===== config.mk =====
export PLATFORM = sky130hd
export DESIGN_NAME = axi_lite_slave_regs
export DESIGN_NICKNAME = d
export VERILOG_FILES = /design/src/rtl/axi_lite_slave_regs.sv
export SDC_FILE = /design/constraint.sdc
export NUM_CORES = 1
export LEC_CHECK = 0
export ABC_AREA = 1
export CAP_MARGIN = 20
export CORE_UTILIZATION = 53
export DETAILED_ROUTE_END_ITERATION = 7
export DONT_BUFFER_PORTS = 1
export MAX_ROUTING_LAYER = met4
export PLACE_DENSITY = 0.73
export SLEW_MARGIN = 20
export SYNTH_ARGS = -nofsm -noshare
export SYNTH_HDL_FRONTEND = slang
export SYNTH_SLANG_ARGS = --single-unit

===== constraint.sdc =====
create_clock -name aclk -period 1.75 [get_ports aclk]
set_input_delay 0.2625 -clock aclk [delete_from_list [all_inputs] [get_ports aclk]]
set_output_delay 0.2625 -clock aclk [all_outputs]
set_load 0.005 [all_outputs]

===== src/rtl/axi_lite_slave_regs.sv =====
// axi_lite_pkg: shared AXI4-Lite field types and response codes.
//
// axi_lite_slave_regs: AXI4-Lite slave that exposes NUM_REGS 32-bit
// read/write registers. Independent read and write state machines, one
// outstanding transaction per direction, byte-strobe writes, and SLVERR
// for any address beyond the register file.
//
// Ports
//   aclk, aresetn          clock (rising edge), async active-low reset
//   araddr/arvalid/arready read address channel
//   rdata/rresp/rvalid/rready read data channel
//   awaddr/awvalid/awready write address channel
//   wdata/wstrb/wvalid/wready write data channel
//   bresp/bvalid/bready    write response channel
//   regs_o                 live register contents for the fabric
//
// Write FSM
//   state    | meaning
//   W_ACCEPT | collecting AW and W (either order, or together)
//   W_RESP   | write committed, bvalid held until bready
//
// Read FSM
//   state    | meaning
//   R_ACCEPT | arready high, waiting for AR
//   R_DATA   | rvalid high, rdata/rresp held until rready

package axi_lite_pkg;
    typedef logic [31:0] addr_t;
    typedef logic [31:0] data_t;
    typedef logic [1:0]  resp_t;
    typedef logic [3:0]  strb_t;

    localparam resp_t RESP_OKAY   = 2'b00;
    localparam resp_t RESP_SLVERR = 2'b10;
endpackage

module axi_lite_slave_regs
    import axi_lite_pkg::*;
#(
    parameter int NUM_REGS = 8
) (
    input  logic                     aclk,
    input  logic                     aresetn,

    input  addr_t                    araddr,
    input  logic                     arvalid,
    output logic                     arready,

    output data_t                    rdata,
    output resp_t                    rresp,
    output logic                     rvalid,
    input  logic                     rready,

    input  addr_t                    awaddr,
    input  logic                     awvalid,
    output logic                     awready,

    input  data_t                    wdata,
    input  strb_t                    wstrb,
    input  logic                     wvalid,
    output logic                     wready,

    output resp_t                    bresp,
    output logic                     bvalid,
    input  logic                     bready,

    output logic [NUM_REGS-1:0][31:0] regs_o
);

    localparam int IDX_W = $clog2(NUM_REGS);

    typedef logic [IDX_W-1:0] idx_t;

    typedef enum logic {
        W_ACCEPT,
        W_RESP
    } w_state_t;

    typedef enum logic {
        R_ACCEPT,
        R_DATA
    } r_state_t;

    // In range exactly when every bit above the word index is zero.
    function automatic logic addr_in_range(input addr_t a);
        return (a[31:IDX_W+2] == '0);
    endfunction

    // Byte offset within a word carries no meaning for 32-bit registers.
    logic unused_addr_bits;
    assign unused_addr_bits = ^{awaddr[1:0], araddr[1:0]};

    logic [NUM_REGS-1:0][31:0] regs;

    // ------------------------------------------------------------------
    // Write channel
    // ------------------------------------------------------------------
    w_state_t w_state;
    logic     aw_held;
    idx_t     aw_idx_q;
    logic     aw_ok_q;
    logic     w_held;
    data_t    w_data_q;
    strb_t    w_strb_q;

    logic     aw_hs;
    logic     w_hs;
    logic     have_aw;
    logic     have_w;
    idx_t     cur_idx;
    logic     cur_ok;
    data_t    cur_data;
    strb_t    cur_strb;
    logic     commit;

    assign aw_hs = awvalid && awready;
    assign w_hs  = wvalid && wready;

    // A channel completing this cycle is used directly so that the commit
    // lands on the same edge as the second handshake.
    always_comb begin
        have_aw  = aw_held || aw_hs;
        have_w   = w_held || w_hs;
        cur_idx  = aw_hs ? awaddr[2 +: IDX_W] : aw_idx_q;
        cur_ok   = aw_hs ? addr_in_range(awaddr) : aw_ok_q;
        cur_data = w_hs ? wdata : w_data_q;
        cur_strb = w_hs ? wstrb : w_strb_q;
        commit   = (w_state == W_ACCEPT) && have_aw && have_w;
    end

    always_ff @(posedge aclk or negedge aresetn) begin
        if (!aresetn) begin
            w_state  <= W_ACCEPT;
            aw_held  <= 1'b0;
            aw_idx_q <= '0;
            aw_ok_q  <= 1'b0;
            w_held   <= 1'b0;
            w_data_q <= '0;
            w_strb_q <= '0;
            awready  <= 1'b0;
            wready   <= 1'b0;
            bvalid   <= 1'b0;
            bresp    <= RESP_OKAY;
        end else begin
            case (w_state)
                W_ACCEPT: begin
                    if (commit) begin
                        w_state <= W_RESP;
                        aw_held <= 1'b0;
                        w_held  <= 1'b0;
                        awready <= 1'b0;
                        wready  <= 1'b0;
                        bvalid  <= 1'b1;
                        bresp   <= cur_ok ? RESP_OKAY : RESP_SLVERR;
                    end else begin
                        if (aw_hs) begin
                            aw_held  <= 1'b1;
                            aw_idx_q <= awaddr[2 +: IDX_W];
                            aw_ok_q  <= addr_in_range(awaddr);
                        end
                        if (w_hs) begin
                            w_held   <= 1'b1;
                            w_data_q <= wdata;
                            w_strb_q <= wstrb;
                        end
                        awready <= !have_aw;
                        wready  <= !have_w;
                    end
                end
                W_RESP: begin
                    if (bready) begin
                        w_state <= W_ACCEPT;
                        bvalid  <= 1'b0;
                        awready <= 1'b1;
                        wready  <= 1'b1;
                    end
                end
                default: begin
                    w_state <= W_ACCEPT;
                end
            endcase
        end
    end

    always_ff @(posedge aclk or negedge aresetn) begin
        if (!aresetn) begin
            regs <= '0;
        end else if (commit && cur_ok) begin
            for (int b = 0; b < 4; b++) begin
                if (cur_strb[b]) begin
                    regs[cur_idx][8*b +: 8] <= cur_data[8*b +: 8];
                end
            end
        end
    end

    assign regs_o = regs;

    // ------------------------------------------------------------------
    // Read channel
    // ------------------------------------------------------------------
    r_state_t r_state;
    logic     ar_hs;
    idx_t     ar_idx;
    logic     ar_ok;

    assign ar_hs  = arvalid && arready;
    assign ar_idx = araddr[2 +: IDX_W];
    assign ar_ok  = addr_in_range(araddr);

    // regs is sampled before any same-edge commit, so a colliding read
    // returns the old contents.
    always_ff @(posedge aclk or negedge aresetn) begin
        if (!aresetn) begin
            r_state <= R_ACCEPT;
            arready <= 1'b0;
            rvalid  <= 1'b0;
            rdata   <= '0;
            rresp   <= RESP_OKAY;
        end else begin
            case (r_state)
                R_ACCEPT: begin
                    if (ar_hs) begin
                        r_state <= R_DATA;
                        arready <= 1'b0;
                        rvalid  <= 1'b1;
                        rdata   <= ar_ok ? regs[ar_idx] : '0;
                        rresp   <= ar_ok ? RESP_OKAY : RESP_SLVERR;
                    end else begin
                        arready <= 1'b1;
                    end
                end
                R_DATA: begin
                    if (rready) begin
                        r_state <= R_ACCEPT;
                        rvalid  <= 1'b0;
                        arready <= 1'b1;
                    end
                end
                default: begin
                    r_state <= R_ACCEPT;
                end
            endcase
        end
    end

endmodule


---- Word level (Yosys, flattened, before mapping) ----
Index checks and enable logic that the tools add are counted.
storage, ports and cells
  flip-flop bits (word level) ............. 341
  bits of input ports ..................... 107
  output and inout port bits .............. 297
operators by class
  magnitude comparators ................... 3
  equal/unequal tests ..................... 4
  muxes and demuxes ....................... 52
  bitwise operators ....................... 3
  reduce and logical (&&, ||, !) cells .... 22
operators by type and width
  cell                                                                           count
  256-bit 2-to-1 mux                                                             7
  256-bit bitwise mux                                                            4
  32-bit demux with 3-bit select                                                 4
  32-bit 2-to-1 mux                                                              4
  32-bit binary-select mux with 3-bit select                                     1
  27-bit zero test                                                               2
  24-bit 2-to-1 mux                                                              1
  1-bit 2-to-1 mux                                                               18
  16-bit 2-to-1 mux                                                              1
  1-bit one-hot mux with 2 select lines                                          7
  2-bit AND reduction                                                            7
  3-bit by 4-bit less-than comparator with 1-bit output (second input constant)  2
  8-bit 2-to-1 mux                                                               1
  2-bit inequality test (second input constant)                                  4
  1-bit logical AND                                                              7
  2-bit 2-to-1 mux                                                               2
  4-bit 2-to-1 mux                                                               1
  2-bit nonzero test                                                             2
  3-bit by 1-bit >= comparator with 1-bit output (second input constant)         1
  3-bit 2-to-1 mux                                                               1
  1-bit inverter                                                                 3
  1-bit zero test                                                                2
  1-bit logical OR                                                               2

---- Logic depth before layout (Yosys ltp) ----
Gate-level depths: netlist (run 1).
  depth in word-level cells ............... 17
  mapped depth ............................ 11
  depth with buffers taken out ............ 10

---- Least setup slack after synthesis (run 1) ----
Ideal clock, no wire load.
  path type ............................... register to register
  from .................................... register awready
  to ...................................... register regs, in the netlist regs_o[56]
  data arrival time ....................... 1.663 ns
  required time ........................... 1.633 ns
  slack ................................... -0.030 ns
  cell stages (with the launch flop) ...... 9
  path buffers ............................ 0
  clock period less this slack ............ 1.780 ns
  cell sequence ........................... dfrtp_1 > nand2_4 > nand2_1 > o21ai_1 > nand2_1 > nor3_2 > nand2_4 > nand2_1 > nand2_1
on the way
  cells in the longest elaborated chain, start to end .. 14
ends and longest elaborated chain
  item                            RTL line  source
  start, declared                 56        output logic awready,
  start signal, assigned          166       awready <= !have_aw;
  1-bit logical AND *             116       assign aw_hs = awvalid && awready;
  3-bit 2-to-1 mux                --
  32-bit demux with 3-bit select  191       regs[cur_idx][8*b +: 8] <= cur_data[8*b +: 8];
  256-bit bitwise mux             191
  256-bit 2-to-1 mux              190       if (cur_strb[b]) begin
  256-bit 2-to-1 mux              188       end else if (commit && cur_ok) begin
  256-bit bitwise mux             191
  256-bit 2-to-1 mux              190
  256-bit 2-to-1 mux              188
  256-bit bitwise mux             191
  256-bit 2-to-1 mux              190
  256-bit 2-to-1 mux              188
  256-bit bitwise mux             191
  256-bit 2-to-1 mux              190
  end signal, assigned by index   191
  end, declared                   93        logic [NUM_REGS-1:0][31:0] regs;
Every way passes the cells marked *; elsewhere a longest branch is shown, timed or not. The select of a mux whose other input is x is not followed.
A chain may end at the register's enable or synchronous reset.

---- Worst setup path in the final report (run 1) ----
  from .................................... register awready
  to ...................................... register regs, in the netlist regs_o[29]
The elaborated chain is that of the path after synthesis.

==> reports/metrics.csv, run 1 <==
stage,metric,value,unit
run_status,outcome,finished with violations,
run_status,failing checks,"hold timing, setup timing",
place,cell area after placement,0.0180,mm²
critical_path,kind of start point of the critical path,register,
floorplanning,die height,178,µm
logic_synthesis,post-synth top area cell,dfrtp_1,
logic_synthesis,post-synthesis sequential area ratio,51.5,%
logic_synthesis,Async SR Flop Fraction,100,%
critical_path,arrival time worst endpoint,2.39,ns
cts,CTS Root Cell,clkbuf_16,
critical_path,CP max FO,7,
place,DP Wirelength,40300,µm
sta,clk_skew,0.0103,ns
cts,CTS tree,built,
critical_path,RR Startpoint,awready,
cells_and_area,Inserted Diodes,0,
power,worst vdd ir,1.18,mV
route,Via density,6.40,
place,DP Worst Slack,-0.291,ns
critical_path,CP Cell Sequence,nand2_4 > buf_6 > inv_4 > o21ai_4 > a21oi_4 > inv_2 > nor2_4 > buf_12 > buf_8 > buf_16 > buf_8 > nand3_1 > nand2_1,
place,Port-buffer cells,0,
sta,"Hold Vio Cnt, Final",339,
logic_synthesis,Post-Syn Area,0.0165,mm²
place,routability cong.,0.935,
cts,CTS clock-pin slew for the worst setup and hold paths,0.06,ns
sta,Final TNS setup,-31.06,ns
cells_and_area,Final Core Density,68.7,%
cells_and_area,"non-filler cells, final",2618,
critical_path,Crit path buffers/inverters,7,
route,antenna-violating nets left,0,
floorplanning,row count,64,
place,Placed Instances,2493,
sta,worst setup margin,-0.174,ns
critical_path,Crit. End Element,register,
floorplanning,Die Width,178,µm
min_path,HP Class,primary input to async pin,
logic_synthesis,mean post-synth cell area,7.90,µm²
route,drt pass-1 iters,7,
floorplanning,Initial Util,53.8,%
cts,Post-CTS Hold Buffers,3,
logic_synthesis,#FFs+latches synth,339,
cts,# clock sinks,339,
logic_synthesis,"EDFF count, synth",0,
cts,worst skew pair latency,0.53,ns
logic_synthesis,Area contributors post-synth,"dfrtp_1 (52%), nand2_1 (19%), nand4_1 (8.9%)",
grt,largest net degree at the start of global routing,340,
floorplanning,io pins,404,
cells_and_area,share of cells above drive strength 1,20.4,%
route,mean routed wirelength per cell,24.1,µm
route,Vias,16700,
power,pwr dens,1200,mW/mm²
critical_path,Critical path origin,awready,
job,number of max-cap violations,0,
floorplanning,core region area,0.0306,mm²
logic_synthesis,area share of the largest cell type after synthesis,51.5,%
sta,final period utilization,110,%
sta,final setup fails,288,
logic_synthesis,Synth warnings,0,
logic_synthesis,Unique masters post-synth,33,
sta,fin crit period,1.92,ns
logic_synthesis,Synth Instances,2085,
grt,initial antenna violation count,0,
critical_path,CP Capture Point,regs_o[29],
logic_synthesis,ys flop type,dfrtp_1,
power,Pleak,10.4,nW
cts,CTS Buf Count,38,
sta,unrepaired setup endpoints after global routing,true,
logic_synthesis,most common cell in the netlist,nand2_1,
floorplanning,Die ar.,0.0318,mm²
critical_path,Required @ worst endpoint,2.21,ns
critical_path,reg2reg path depth,13,
critical_path,Slowest cell on crit path,dfrtp_1,
cts,deepest clock path buffer count,3,
critical_path,Worst path most repeated cell,buf_8,
critical_path,kind of critical path,register to register,
cells_and_area,Final Net Count,2306,
critical_path,reg2reg end,regs_o[29],
critical_path,reg2reg setup slack,-0.17,ns
cells_and_area,area grow syn2layout,27.5,%
grt,first-pass GRT wire length,88100,µm
sta,Final Slew Violations,0,
critical_path,Critical Path Stages,13,
sta,Worst-Margin Slew,0.969,ns
sta,Hold WS,-0.560,ns
sta,slew margin rel.,35.0,%
sta,max frequency,520,MHz
cells_and_area,design area,0.0210,mm²
route,DRC Markers,0,
logic_synthesis,leading cell types by count after synthesis,"nand2_1 (828), dfrtp_1 (339), nand4_1 (235), o21ai_0 (153), nor2_1 (117)",
grt,gr usage total,37.6,%
route,Post-Route WL,63100,µm
grt,total gr overflow,0,
power,Power Total,25.3,mW
grt,vias in the first global route,14700,
route,Initial DRC Count,2325,
critical_path,max incr delay on CP,0.39,ns
cts,number of H-tree levels,2,
critical_path,CP top delay family,buffers and inverters,
==> state kept, by name (all words and copies together), names as in the netlist, 3 cells and up <==
register  count
aw_idx_q      3
rdata        32
regs_o      256
w_data_q     32
w_strb_q      4
==> how the worst min path moves through the flow <==
stage / from / endpoint / slack [ns] / cells after the start
after floorplan: aresetn / arready / -0.03 / 0
after global placement: aresetn / rdata[6] / -0.03 / 0
after detailed placement: aresetn / rdata[9] / -0.03 / 0
after CTS: aresetn / rdata[21] / -0.58 / 0
after global routing: aresetn / rdata[3] / -0.57 / 0
final: aresetn / regs_o[233] / -0.56 / 0
==> timing repair <==
item,CTS,global route
resized for setup,57,204
endpoints found under the hold margin,350,339
endpoints found under the setup margin,256,321
pin swaps,19,89
buffers inserted,22,21
cloned,4,20
==> layout make-up <==
cell class | count | area [µm²]
repair buffers | 217 | 2780
clock inverters | 9 | 124
well taps | 396 | 495
flip-flops and latches | 339 | 8480
fillers | 2317 | 9590
inverters | 60 | 240
clock buffers | 54 | 1080
multi-input cells | 1543 | 7790
==> metal layers <==
| metal | global-route usage (%) | vias up | share of wire (%) | wire, µm |
|---|---|---|---|---|
| met3 | 11.7 | 219 | 14 | 9100 |
| met1 | 50.3 | 7935 | 37 | 23600 |
| met2 | 54.8 | 1304 | 44 | 27700 |
| li1 | - | 7288 | - | - |
| met5 | - | - | 0 | 0 |
| met4 | 10.9 | 0 | 4.3 | 2700 |
==> cell families after synthesis <==
kind of cell	synth area share, %
and+or+nand+nor	33.7
DFF	51.5
AOI/OAI and AO/OA	9.73
buffers and inverters	5.08
other	0.0228
==> cells in the final DEF, fill, tap and decap left out, types with 20 or more instances in the layout <==
cell / n
buf_4: 101
nand3_1: 32
nand2_1: 719
nand2_2: 97
buf_6: 39
clkbuf_16: 56
dfrtp_1: 339
o22ai_1: 45
buf_12: 45
nor2_1: 112
inv_1: 50
nand4_1: 235
o21ai_0: 144
a21oi_1: 20
o21ai_1: 32
==> power by group <==
part | internal (mW) | switching, mW | leakage (nW)
sequential | 8.37 | 0.198 | 4.66
clock | 4.72 | 3.24 | 0.595
combinational | 2.96 | 5.81 | 5.17
total | 16.0 | 9.24 | 10.4
Power figures use the tool's default switching activity.
==> run 2, diff against run 1 <==
--- a/config.mk
+++ b/config.mk
@@ -11,7 +11,7 @@
 export DETAILED_ROUTE_END_ITERATION = 7
 export DONT_BUFFER_PORTS = 1
 export MAX_ROUTING_LAYER = met4
-export PLACE_DENSITY = 0.73
+export PLACE_DENSITY = 0.7
 export SLEW_MARGIN = 20
 export SYNTH_ARGS = -nofsm -noshare
 export SYNTH_HDL_FRONTEND = slang
==> constraint.sdc (replaced) <==
create_clock -name aclk -period 2.15 [get_ports aclk]
set_input_delay 0.3225 -clock aclk [delete_from_list [all_inputs] [get_ports aclk]]
set_output_delay 0.3225 -clock aclk [all_outputs]
set_load 0.005 [all_outputs]
==> run 2 against run 1 <==
The run ends with hold timing left. Worst hold slack improved by 0.056 ns. Critical path type unchanged. Critical path depth shrank 4. Flip-flop and latch count did not move. Non-clock buffer count decreased by 106. Maximum frequency down 5.9%. Utilization decreased by 7.3 points. Critical endpoint is now regs_o[252]. Setup slack better by 0.28 ns. Clock power down 13%. Wire length down 8.1%. Sequential power is 19% lower. Clock skew up 0.012 ns.
==> reports/metrics.csv, run 2 (synthesis gave the netlist of run 1 again) <==
stage,metric,value,unit,change
place,cell area after placement,0.0172,mm²,-4.6%
floorplanning,Die Width,178,µm,unchanged
sta,Hold WS,-0.504,ns,+0.0560 ns
critical_path,CP max FO,9,,+2
place,DP Wirelength,39400,µm,-2.2%
cells_and_area,design area,0.0188,mm²,-11%
place,routability cong.,0.925,,-1.0%
sta,fin crit period,2.05,ns,+0.121 ns
cts,number of H-tree levels,2,,unchanged
sta,final period utilization,95.1,%,-15 points
power,pwr dens,1030,mW/mm²,-15%
cts,Post-CTS Hold Buffers,2,,-1
route,antenna-violating nets left,0,,unchanged
power,Pleak,9.59,nW,-7.9%
sta,slew margin rel.,28.2,%,-6.7 points
grt,largest net degree at the start of global routing,340,,unchanged
run_status,outcome,finished with violations,,
grt,first-pass GRT wire length,86300,µm,-2.0%
grt,vias in the first global route,14100,,-3.9%
floorplanning,die height,178,µm,unchanged
cells_and_area,most frequent cells in the layout,"nand2_1 (828), dfrtp_1 (339), nand4_1 (235)",,
route,Vias,15800,,-5.9%
sta,"Hold Vio Cnt, Final",339,,unchanged
place,Port-buffer cells,0,,unchanged
route,Initial DRC Count,2065,,-11%
grt,initial antenna violation count,1,,+1
sta,clk_skew,0.0226,ns,+0.0122 ns
critical_path,RR Startpoint,awready,,
critical_path,Critical path origin,awready,,
route,drt pass-1 iters,7,,unchanged
route,Post-Route WL,58000,µm,-8.1%
critical_path,Slowest cell on crit path,nor3_4,,
cts,# clock sinks,339,,unchanged
cells_and_area,area grow syn2layout,13.9,%,
critical_path,CP Cell Sequence,nand2_4 > nand2_1 > o21ai_2 > inv_1 > nand2_1 > nor3_4 > nand2_2 > nand2_1 > nand2_1,,
cts,deepest clock path buffer count,3,,unchanged
sta,Final TNS setup,0,ns,+31.06 ns
floorplanning,row count,64,,unchanged
critical_path,Crit. End Element,register,,
cts,CTS Buf Count,38,,unchanged
critical_path,max incr delay on CP,0.50,ns,+0.11 ns
cts,CTS Root Cell,clkbuf_16,,
critical_path,Required @ worst endpoint,2.55,ns,+0.34 ns
route,DRC Markers,0,,unchanged
route,Via density,6.26,,-2.2%
place,Placed Instances,2426,,-2.7%
critical_path,Worst path most repeated cell,nand2_1,,
job,number of max-cap violations,0,,unchanged
power,Power Total,19.3,mW,-24%
cells_and_area,Final Net Count,2200,,-4.6%
critical_path,arrival time worst endpoint,2.45,ns,+0.06 ns
floorplanning,Die ar.,0.0318,mm²,unchanged
route,mean routed wirelength per cell,23.0,µm,-4.6%
cells_and_area,"non-filler cells, final",2520,,-3.7%
cells_and_area,share of cells above drive strength 1,10.2,%,-10 points
floorplanning,core region area,0.0306,mm²,unchanged
grt,gr usage total,36.8,%,-0.79 points
sta,final setup fails,0,,-100%
cts,worst skew pair latency,0.52,ns,about the same
sta,Worst-Margin Slew,1.07,ns,+0.100 ns
cts,CTS tree,built,,
cells_and_area,Largest register FFs,256,,unchanged
critical_path,kind of critical path,register to register,,
run_status,failing checks,hold timing,,
grt,total gr overflow,0,,unchanged
cells_and_area,"commonest non-fill, non-tap cell in the layout",nand2_1,,
power,worst vdd ir,1.11,mV,-5.4%
floorplanning,Initial Util,53.8,%,unchanged
cts,CTS clock-pin slew for the worst setup and hold paths,0.06,ns,about the same
sta,max frequency,489,MHz,-5.9%
min_path,HP Class,primary input to async pin,,
critical_path,kind of start point of the critical path,register,,
sta,Final Slew Violations,0,,unchanged
floorplanning,io pins,404,,unchanged
-- run 2: critical path, delay by kind of cell, from the launching register on --
| kind | cells | cell delay (ns) |
|---|---|---|
| AOI/OAI and AO/OA | 1 | 0.10 |
| and+or+nand+nor | 7 | 1.34 |
| buffers and inverters | 1 | 0.10 |
| DFF | 1 | 0.40 |
-- run 2: repair_timing --
| item | 4_1_cts | 5_1_grt |
|---|---|---|
| setup buffers | 12 | 8 |
| resized for setup | 1 | 2 |
| setup endpoints to repair | 41 | 186 |
| hold endpoints to repair | 342 | 339 |
| pin swaps | 5 | 9 |
| gates cloned | 0 | 1 |
-- run 2: report_power, final --
part           internal [mW]  switching (mW)  leakage, nW
clock                   4.21            2.68        0.664
sequential              6.81           0.160         4.66
combinational           1.33            4.09         4.27
total                   12.3            6.93         9.59
-- run 2: area by class of cell --
class                           count  area (µm²)
Fill cell                        2648       11800
Sequential cell                   339        8480
Multi-Input combinational cell   1543        7200
Clock buffer                       57        1200
Timing Repair Buffer              111        1020
Tap cell                          396         495
Inverter                           60         228
Clock inverter                     13         145
Antenna cell                        1        2.50
-- run 2: final timing paths --
kind | to | slack (ns) | cells after the start
max | regs_o[252] | 0.10 | 9
min | rdata[11] | -0.50 | 0
max reg2reg | regs_o[252] | 0.10 | 9
min reg2reg | aw_idx_q[1] | 0.49 | 2
max in group asynchronous | w_data_q[0] | 2.06 | 0
min in group aclk | w_state | 0.02 | 3
-- run 2: metrics by stage --
step	util, %	hold WS [ns]	setup WS, ns
after floorplan	-	0.0269	0.370
after global placement	56.3	0.0360	0.0984
after detailed placement	56.3	0.0331	-0.0583
after CTS	61.0	-0.514	-0.0139
after global routing	61.3	-0.516	-0.00751
final	61.3	-0.504	0.105
-- run 2: metal layers --
layer  global-route usage [%]  part of all wire [%]
met2                     52.0                    43
met4                     9.68                   3.5
met5                        -                     0
met1                     51.4                    41
met3                     11.0                    13
